===== config.mk =====
export PLATFORM = sky130hd
export DESIGN_NAME = seg_scan_lxy
export DESIGN_NICKNAME = d
export VERILOG_FILES = /design/src/rtl/seg_scan_lxy.sv
export SDC_FILE = /design/constraint.sdc
export NUM_CORES = 1
export LEC_CHECK = 0
export BUFFER_PORTS_ARGS = -buffer_cell sky130_fd_sc_hd__buf_2
export CORE_AREA = 4 4 119 121
export CTS_CLUSTER_SIZE = 16
export DETAILED_ROUTE_END_ITERATION = 6
export DIE_AREA = 0 0 123 125
export PLACE_DENSITY = 0.57
export SYNTH_ARGS = -nofsm -noshare
export SYNTH_HDL_FRONTEND = slang
export SYNTH_SLANG_ARGS = --single-unit
export TNS_END_PERCENT = 1

===== constraint.sdc =====
create_clock -name sys_clk -period 3.6 [get_ports sys_clk]
set_input_delay 0.18 -clock sys_clk [delete_from_list [all_inputs] [get_ports sys_clk]]
set_output_delay 0.18 -clock sys_clk [all_outputs]
set_load 0.01 [all_outputs]

===== src/rtl/seg_scan_lxy.sv =====
// seg_scan_lxy: eight-digit multiplexed seven-segment driver with frame-aligned data commit and dead-time blanking
module seg_scan_lxy #(
  parameter int BLANK_CYC = 4
) (
  input  logic        sys_clk,
  input  logic        rst,
  input  logic [2:0]  st,
  input  logic        data_vld,
  input  logic [31:0] data,
  input  logic [7:0]  dp_mask,
  input  logic        blank_lz,
  output logic        data_rdy,
  output logic [7:0]  an,
  output logic [7:0]  seg
);
  logic [2:0]  st_d_q, st_d_d;
  logic [7:0]  cnt_q, cnt_d, an_q, an_d, seg_q, seg_d;
  logic        pend_q, pend_d;
  logic [31:0] pdata_q, pdata_d, adata_q, adata_d;
  logic [7:0]  pdp_q, pdp_d, adp_q, adp_d;
  logic        plz_q, plz_d, alz_q, alz_d;
  logic        chg, lz_blank;
  logic [3:0]  nib;
  logic [6:0]  hex;
  logic [7:0]  drv_an, drv_seg;

  assign data_rdy = !pend_q;
  assign an       = an_q;
  assign seg      = seg_q;
  assign chg      = st != st_d_q;
  assign nib      = adata_q[{st_d_q, 2'b00} +: 4];
  // a digit is a leading zero when it and every nibble above it are zero
  assign lz_blank = alz_q && st_d_q != 3'd0 && (adata_q >> {st_d_q, 2'b00}) == 32'd0;

  always_comb begin
    case (nib)
      4'h0: hex = 7'h40;
      4'h1: hex = 7'h79;
      4'h2: hex = 7'h24;
      4'h3: hex = 7'h30;
      4'h4: hex = 7'h19;
      4'h5: hex = 7'h12;
      4'h6: hex = 7'h02;
      4'h7: hex = 7'h78;
      4'h8: hex = 7'h00;
      4'h9: hex = 7'h10;
      4'hA: hex = 7'h08;
      4'hB: hex = 7'h03;
      4'hC: hex = 7'h46;
      4'hD: hex = 7'h21;
      4'hE: hex = 7'h06;
      default: hex = 7'h0E;
    endcase
  end

  assign drv_an  = ~(8'd1 << st_d_q);
  assign drv_seg = {~adp_q[st_d_q], lz_blank ? 7'h7F : hex};

  always_comb begin
    st_d_d  = st_d_q;
    cnt_d   = cnt_q;
    an_d    = an_q;
    seg_d   = seg_q;
    pend_d  = pend_q;
    pdata_d = pdata_q;
    pdp_d   = pdp_q;
    plz_d   = plz_q;
    adata_d = adata_q;
    adp_d   = adp_q;
    alz_d   = alz_q;
    if (chg) begin
      st_d_d = st;
      cnt_d  = 8'(BLANK_CYC);
      an_d   = 8'hFF;
      if (st_d_q == 3'd7 && st == 3'd0 && pend_q) begin
        adata_d = pdata_q;
        adp_d   = pdp_q;
        alz_d   = plz_q;
        pend_d  = 1'b0;
      end
    end else if (cnt_q != 8'd0) begin
      cnt_d = cnt_q - 8'd1;
      an_d  = cnt_q == 8'd1 ? drv_an : an_q;
      seg_d = cnt_q == 8'd1 ? drv_seg : seg_q;
    end else begin
      an_d  = drv_an;
      seg_d = drv_seg;
    end
    // a commit and an accept never coincide: commit requires pend, accept requires !pend
    if (data_vld && !pend_q) begin
      pdata_d = data;
      pdp_d   = dp_mask;
      plz_d   = blank_lz;
      pend_d  = 1'b1;
    end
  end

  always_ff @(posedge sys_clk or posedge rst) begin
    if (rst) begin
      st_d_q  <= 3'd0;
      cnt_q   <= 8'd0;
      an_q    <= 8'hFF;
      seg_q   <= 8'hFF;
      pend_q  <= 1'b0;
      pdata_q <= 32'd0;
      pdp_q   <= 8'd0;
      plz_q   <= 1'b0;
      adata_q <= 32'd0;
      adp_q   <= 8'd0;
      alz_q   <= 1'b0;
    end else begin
      st_d_q  <= st_d_d;
      cnt_q   <= cnt_d;
      an_q    <= an_d;
      seg_q   <= seg_d;
      pend_q  <= pend_d;
      pdata_q <= pdata_d;
      pdp_q   <= pdp_d;
      plz_q   <= plz_d;
      adata_q <= adata_d;
      adp_q   <= adp_d;
      alz_q   <= alz_d;
    end
  end
endmodule


# ---- Yosys cells after proc, flatten, opt, wreduce, memory -nomap -nowiden
# Memory sizes are Yosys's and may differ from the RTL's.
# Cells that the tools add are included.
dict set report totals {
  regBits 110
  mem_bits_ro 112
  in_bits 47
  output_inout_bits 17
  wordCells 54
  mem_count 1
}
dict set report classes {
  addsub 1
  n_lt_le_gt_ge 1
  eq_ne 5
  n_shift 3
  n_mux 13
  bitwise_logic 3
  n_reduce_logical 16
}
# memory depth word_bits rd rd_ports_with_merged_regs wr line
set memory_table {}
lappend memory_table {{(no name shown)} 16 7 1 0 0 36} ;# case (nib)
# op n
set op_table {}
lappend op_table {{$mux 8} 7}
lappend op_table {{$logic_not 32->1} 1}
lappend op_table {{$shiftx 32x6->4} 1}
lappend op_table {{$shr 32x5->32} 1}
lappend op_table {{$eq 8x1->1 const B} 1}
lappend op_table {{$not 8->8} 1}
lappend op_table {{$reduce_bool 8->1} 1}
lappend op_table {{$shl 1x3->8 const A} 1}
lappend op_table {{$sub 8x1->8 const B} 1}
lappend op_table {{$mux 7} 1}
lappend op_table {{$reduce_and 2->1} 3}
lappend op_table {{$reduce_bool 2->1} 3}
lappend op_table {{$logic_and 1x1->1} 5}
lappend op_table {{$lt 3x4->1 const B} 1}
lappend op_table {{$mux 1} 4}
lappend op_table {{$bmux 1 s3} 1}
lappend op_table {{$eq 3x3->1 const B} 1}
lappend op_table {{$logic_not 3->1} 1}
lappend op_table {{$ne 3x2->1 const B} 1}
lappend op_table {{$ne 3x3->1} 1}
lappend op_table {{$reduce_bool 3->1} 1}
lappend op_table {{$ne 2x1->1 const B} 1}
lappend op_table {{$not 1->1} 2}
lappend op_table {{$logic_not 1->1} 1}

# ---- Depth between registers and ports, before layout
dict set report logic_depth {
  depth_word 6
  mapped_depth 10
}

# ---- Worst setup path before layout
# OpenSTA, ideal clock, no wires.
dict set report synth_path {
  kind {register -> register}
  from {reg st_d_q[2]}
  to {reg seg_q[0], in the netlist seg[0]}
  setup_ns 0.083
  t_arrival_ns 2.388
  required_time_ns 3.517
  slack_ns 1.128
  stages_incl_launch_ff 10
  n_path_buf 2
  synth_period_minus_slack_ns 2.472
  path_cell_list {dfrtp_1 -> buf_2 -> clkbuf_1 -> mux4_2 -> mux2i_1 -> ha_1 -> o211ai_1 -> a31oi_1 -> nand4_4 -> a41oi_1}
}
dict set report synth_between {
  elab_chain_cells 6
}
# element line
set synth_lines {}
lappend synth_lines {{start, declared} 16} ;# logic [2:0] st_d_q, st_d_d;
lappend synth_lines {{start signal, assigned} 112} ;# st_d_q <= st_d_d;
lappend synth_lines {{branches (longest 6 deep; another with $mem_v2 16x7)} -}
lappend synth_lines {{end signal, assigned} 115} ;# seg_q <= seg_d;
lappend synth_lines {{end, declared} 17} ;# logic [7:0] cnt_q, cnt_d, an_q, an_d, seg_q, seg_d;
# Parallel ways; which one is timed is not known. The select of a mux whose other input is x is not followed.
# A chain may end at the register's enable or synchronous reset.

# ---- Worst setup path after layout
dict set report layout_path {
  from {reg st_d_q[0]}
  to {reg seg_q[3], in the netlist seg[3]}
}
# The elaborated chain is that of the path after synthesis.

==> flow_summary.rst <==
.. list-table::
   :header-rows: 1

   * - Metric
     - Value
   * - Wire length of the first global-routing pass
     - 16.73 mm
   * - P per Cell Area
     - 606.4 nW/um^2
   * - R2r startpoint
     - st_d_q[0]$_DFFE_PP0N_
   * - Clock network fraction of total power
     - 0.284
   * - Max IR drop VDD
     - 0.3557 mV
   * - Clock skew after layout
     - 0.008828 ns
   * - Number of search-and-repair iterations in the first detailed-routing pass
     - 4
   * - Number of max-cap violations
     - 0
   * - Clock period minus final worst setup slack
     - 2.686 ns
   * - Number of buffers inserted by post-CTS setup repair
     - 0
   * - Net count after synthesis
     - 437
   * - Static leakage power
     - 0.002591 uW
   * - Synthesized instance count
     - 381
   * - Capture point of the worst reg-to-reg path
     - seg[3]$_DFFE_PP1P_
   * - Register-to-Register Path Depth
     - 7
   * - Class of the tightest hold or removal check
     - in -> reg
   * - Worst hold margin
     - 0.03098 ns
   * - Buffer type at the clock tree root
     - sky130_fd_sc_hd__clkbuf_16
   * - Count of placed standard cells in the final layout, fillers left out
     - 622
   * - Clock latency of the later-clocked register in the worst-skew pair
     - 0.35 ns
   * - Switching pwr
     - 1021 uW
   * - Register-to-Register Setup Slack
     - 0.91 ns
   * - Count of filler cells inserted in the layout
     - 1214
   * - Compound-cell area share of the yosys netlist
     - 0.06128
   * - DR vias/cell
     - 5.092
   * - Antenna violations before repair
     - 0
   * - Xor and xnor area share after synthesis
     - 0.01384
   * - Wirelength per Cell
     - 15.90 um
   * - Clock Pin Slew Worst Setup and Hold Paths
     - 0.07 ns
   * - Last element of the critical path
     - seg[3]$_DFFE_PP1P_
   * - Distinct cells, synth
     - 50
   * - Residual DRC count
     - 0
   * - TritonCTS clock tree
     - built
   * - Number of global-route vias before repair
     - 3252
   * - Kind of capture point of the worst setup path
     - flip-flop
   * - Clock buffers created by TritonCTS
     - 9
   * - Gr usage total
     - 0.1390
   * - Clock tree buffer depth
     - 2
   * - Mux cell area share after synthesis
     - 0.2464
   * - Max FO, Critical Path
     - 8
   * - Number of top-level design ports
     - 64
   * - Half-perimeter wire length after placement
     - 7.233 mm
   * - Cell-internal power
     - 2548 uW
   * - CP Launch Point
     - st_d_q[0]$_DFFE_PP0N_
   * - Sinks on the clock net
     - 110
   * - Die area
     - 15380 um^2
   * - Sw Ratio
     - 0.2861
   * - Tcrit/Tclk final
     - 0.7462
   * - Total vias in the final route
     - 3167
   * - Level count of the clock H-tree
     - 3
   * - Synthesized area per cell
     - 13.29 um^2
   * - Highest Clock Rate
     - 372.2 MHz
   * - Fraction of registers with async set/reset
     - 1.000
   * - Final Hold Violating Endpoints
     - 0
   * - Share of post-route cells with drive strength above 1
     - 0.4350
   * - Relative contribution of combinational cells to total power
     - 0.221
   * - Mapped Area
     - 5064 um^2
   * - Number of buffers inserted by hold repair at cts
     - 2
   * - Post-Synth Simple-Gate Area
     - 0.07882
   * - Number of nets at the end of the flow
     - 497
   * - Sum of routed wire length over all layers
     - 9.892 mm
   * - Area overhead of the layout relative to synthesis
     - 16.26%
   * - Leading register cell type out of synthesis
     - sky130_fd_sc_hd__dfrtp_1
   * - CP Launch Type
     - flip-flop
   * - Iteration-0 DRC count of the detailed router
     - 139
   * - # rows
     - 42
   * - Placed Cells
     - 604
   * - Relative slew slack
     - 0.2373
   * - Actual transition at the worst max-transition pin
     - 1.142 ns
   * - Slew Limit Fails
     - 0
   * - Arrival time of the worst setup path
     - 2.95 ns
   * - Number of enable flip-flop cells after synthesis
     - 0
   * - Initial cell density of the core
     - 0.3870
   * - Total congestion overflow after global routing
     - 0
   * - Final ANT Viol Nets
     - 0
   * - Syn. warnings
     - 0
   * - Class of the most critical setup path
     - reg -> reg
   * - Largest family of logic cells by synthesized area
     - multiplexers
   * - Placeable core area
     - 13090 um^2
   * - Total negative slack for setup checks
     - 0 ns
   * - Unrepaired setup endpoints after global routing
     - false
   * - Setup violations, final
     - 0
   * - Largest net degree at the start of global routing
     - 87
   * - Portion of total power attributed to sequential cells
     - 0.495
   * - Flop and latch count out of synthesis
     - 110
   * - Sequential-to-total area share from yosys stat
     - 0.5476
   * - Height of the die
     - 125 um
   * - IO buf count
     - 63
   * - Required time at the worst-slack endpoint
     - 3.87 ns
   * - Share of synthesized cell area in full adder, half adder and majority cells
     - 0.02224
   * - Post-CTS Resized
     - 0
   * - Result of the run
     - finished, final reports clean
   * - GP Congestion
     - 0.8221
   * - X dimension of the die
     - 123 um
   * - Antenna cell count
     - 0
[layout make-up]
type | count | area [um^2] | share of cell area
timing repair buffer | 71 | 392.9 | 0.06674
multi-input combinational | 240 | 2156 | 0.3662
tap | 176 | 220.2 | 0.03741
clock inverter | 5 | 63.81 | 0.01084
sequential | 110 | 2773 | 0.4710
inverter | 9 | 38.79 | 0.006589
clock buffer | 11 | 242.7 | 0.04123
[worst max-delay path: stages, from the launching register on]
cell	delay, ns
sky130_fd_sc_hd__dfrtp_1	0.60
sky130_fd_sc_hd__mux4_2	0.55
sky130_fd_sc_hd__mux2i_1	0.43
sky130_fd_sc_hd__ha_1	0.27
sky130_fd_sc_hd__o211ai_1	0.10
sky130_fd_sc_hd__a31oi_1	0.24
sky130_fd_sc_hd__nand4_4	0.18
sky130_fd_sc_hd__a41oi_1	0.23
[sequential cells by signal, indices dropped and copies added (netlist names)]
register and count:
adata_q 32, pdata_q 32, seg 8, adp_q 8
pdp_q 8, plz_q 1, st_d_q 3, cnt_q 8
an 8, pend_q 1, alz_q 1
[synth_stat cells, types with 2 or more instances]
| cell type | instances | area share |
|---|---|---|
| sky130_fd_sc_hd__buf_2 | 8 | 0.0079 |
| sky130_fd_sc_hd__buf_1 | 3 | 0.0022 |
| sky130_fd_sc_hd__a41oi_1 | 4 | 0.0069 |
| sky130_fd_sc_hd__a31oi_1 | 15 | 0.019 |
| sky130_fd_sc_hd__xor2_1 | 3 | 0.0052 |
| sky130_fd_sc_hd__mux2i_1 | 5 | 0.0099 |
| sky130_fd_sc_hd__a21oi_1 | 13 | 0.013 |
| sky130_fd_sc_hd__nand2b_1 | 3 | 0.0037 |
| sky130_fd_sc_hd__mux2_2 | 74 | 0.16 |
| sky130_fd_sc_hd__nor2b_1 | 2 | 0.0025 |
| sky130_fd_sc_hd__nor3_1 | 4 | 0.0040 |
| sky130_fd_sc_hd__nand2_1 | 10 | 0.0074 |
| sky130_fd_sc_hd__or4_1 | 2 | 0.0030 |
| sky130_fd_sc_hd__nand3_1 | 6 | 0.0059 |
| sky130_fd_sc_hd__mux4_2 | 10 | 0.044 |
| sky130_fd_sc_hd__buf_6 | 3 | 0.0067 |
| sky130_fd_sc_hd__ha_1 | 9 | 0.022 |
| sky130_fd_sc_hd__or3_1 | 2 | 0.0025 |
| sky130_fd_sc_hd__o211ai_1 | 2 | 0.0030 |
| sky130_fd_sc_hd__nor4_1 | 7 | 0.0086 |
| sky130_fd_sc_hd__xnor2_1 | 5 | 0.0086 |
| sky130_fd_sc_hd__clkbuf_1 | 8 | 0.0059 |
| sky130_fd_sc_hd__mux2_1 | 9 | 0.020 |
| sky130_fd_sc_hd__inv_1 | 7 | 0.0052 |
| sky130_fd_sc_hd__dfstp_2 | 16 | 0.083 |
| sky130_fd_sc_hd__nor2_1 | 34 | 0.025 |
| sky130_fd_sc_hd__dfrtp_1 | 94 | 0.46 |
[worst min path at each step]
stage | from | endpoint | slack (ns) | cells after the start
after floorplan | st[0] | st_d_q[0]$_DFFE_PP0N_ | 0.28 | 1
final | st[2] | st_d_q[2]$_DFFE_PP0N_ | 0.03 | 1
after CTS | st[2] | st_d_q[2]$_DFFE_PP0N_ | 0.01 | 1
after global routing | st[2] | st_d_q[2]$_DFFE_PP0N_ | 0.02 | 1
after detailed placement | st[1] | st_d_q[1]$_DFFE_PP0N_ | 0.37 | 1
after global placement | st[1] | st_d_q[1]$_DFFE_PP0N_ | 0.38 | 1
[routing by layer]
metal	part of all wire	global-route usage	vias to the layer above
met2	0.46	0.2065	77
met3	0.056	0.04562	9
met1	0.47	0.1975	1575
met4	0.012	0.03518	0
met5	0	0	-
li1	-	-	1506
[placed cells by master (no fill, tap or decap), types with 2 or more instances in the layout]
cell,Yosys,layout
sky130_fd_sc_hd__inv_4,1,2
sky130_fd_sc_hd__or3_1,2,2
sky130_fd_sc_hd__dfstp_2,16,16
sky130_fd_sc_hd__o211ai_1,2,2
sky130_fd_sc_hd__mux2i_1,5,5
sky130_fd_sc_hd__inv_1,7,6
sky130_fd_sc_hd__nor2_1,34,34
sky130_fd_sc_hd__nand2_1,10,10
sky130_fd_sc_hd__nor4_1,7,7
sky130_fd_sc_hd__nor3_1,4,4
sky130_fd_sc_hd__mux2_1,9,9
sky130_fd_sc_hd__a41oi_1,4,4
sky130_fd_sc_hd__or4_1,2,2
sky130_fd_sc_hd__a21oi_1,13,13
sky130_fd_sc_hd__dfrtp_1,94,94
sky130_fd_sc_hd__ha_1,9,9
sky130_fd_sc_hd__dlygate4sd3_1,0,2
sky130_fd_sc_hd__xor2_1,3,3
sky130_fd_sc_hd__xnor2_1,5,5
sky130_fd_sc_hd__buf_2,8,63
sky130_fd_sc_hd__clkbuf_16,0,9
sky130_fd_sc_hd__mux2_2,74,74
sky130_fd_sc_hd__nand3_1,6,6
sky130_fd_sc_hd__buf_4,0,5
sky130_fd_sc_hd__a31oi_1,15,15
sky130_fd_sc_hd__mux4_2,10,10
sky130_fd_sc_hd__nand2b_1,3,3
[through the flow]
step / instance area (um^2) / power (uW) / setup WS [ns] / utilization
2_1_floorplan: 5064 / 2330 / 0.5442 / -
3_3_place_gp: 5560 / 2561 / 0.9682 / 0.4249
3_5_place_dp: 5560 / 2589 / 0.8916 / 0.4249
4_1_cts: 5887 / 3620 / 0.8956 / 0.4499
5_1_grt: 5887 / 3788 / 0.6254 / 0.4499
6_report: 5887 / 3570 / 0.9135 / 0.4499
[power by group through the flow]
stage	Sequential (uW)	Clock (uW)	Combinational, uW
after floorplan	1720	0	606
after global placement	1790	0	771
after detailed placement	1800	0	791
after CTS	1770	1050	797
after global routing	1810	1090	885
final	1770	1020	789
[cells by family (layout without fill, tap and decap cells)]
kind of cell / after synthesis / in the layout
DFF: 110 / 110
adders and majority gates: 9 / 9
and+or+nand+nor: 77 / 77
buffers and inverters: 31 / 96
xor gates and xnor gates: 8 / 8
muxes: 100 / 100
AOI/OAI and AO/OA: 46 / 46
No activity file was read; power rests on OpenSTA's default activity.
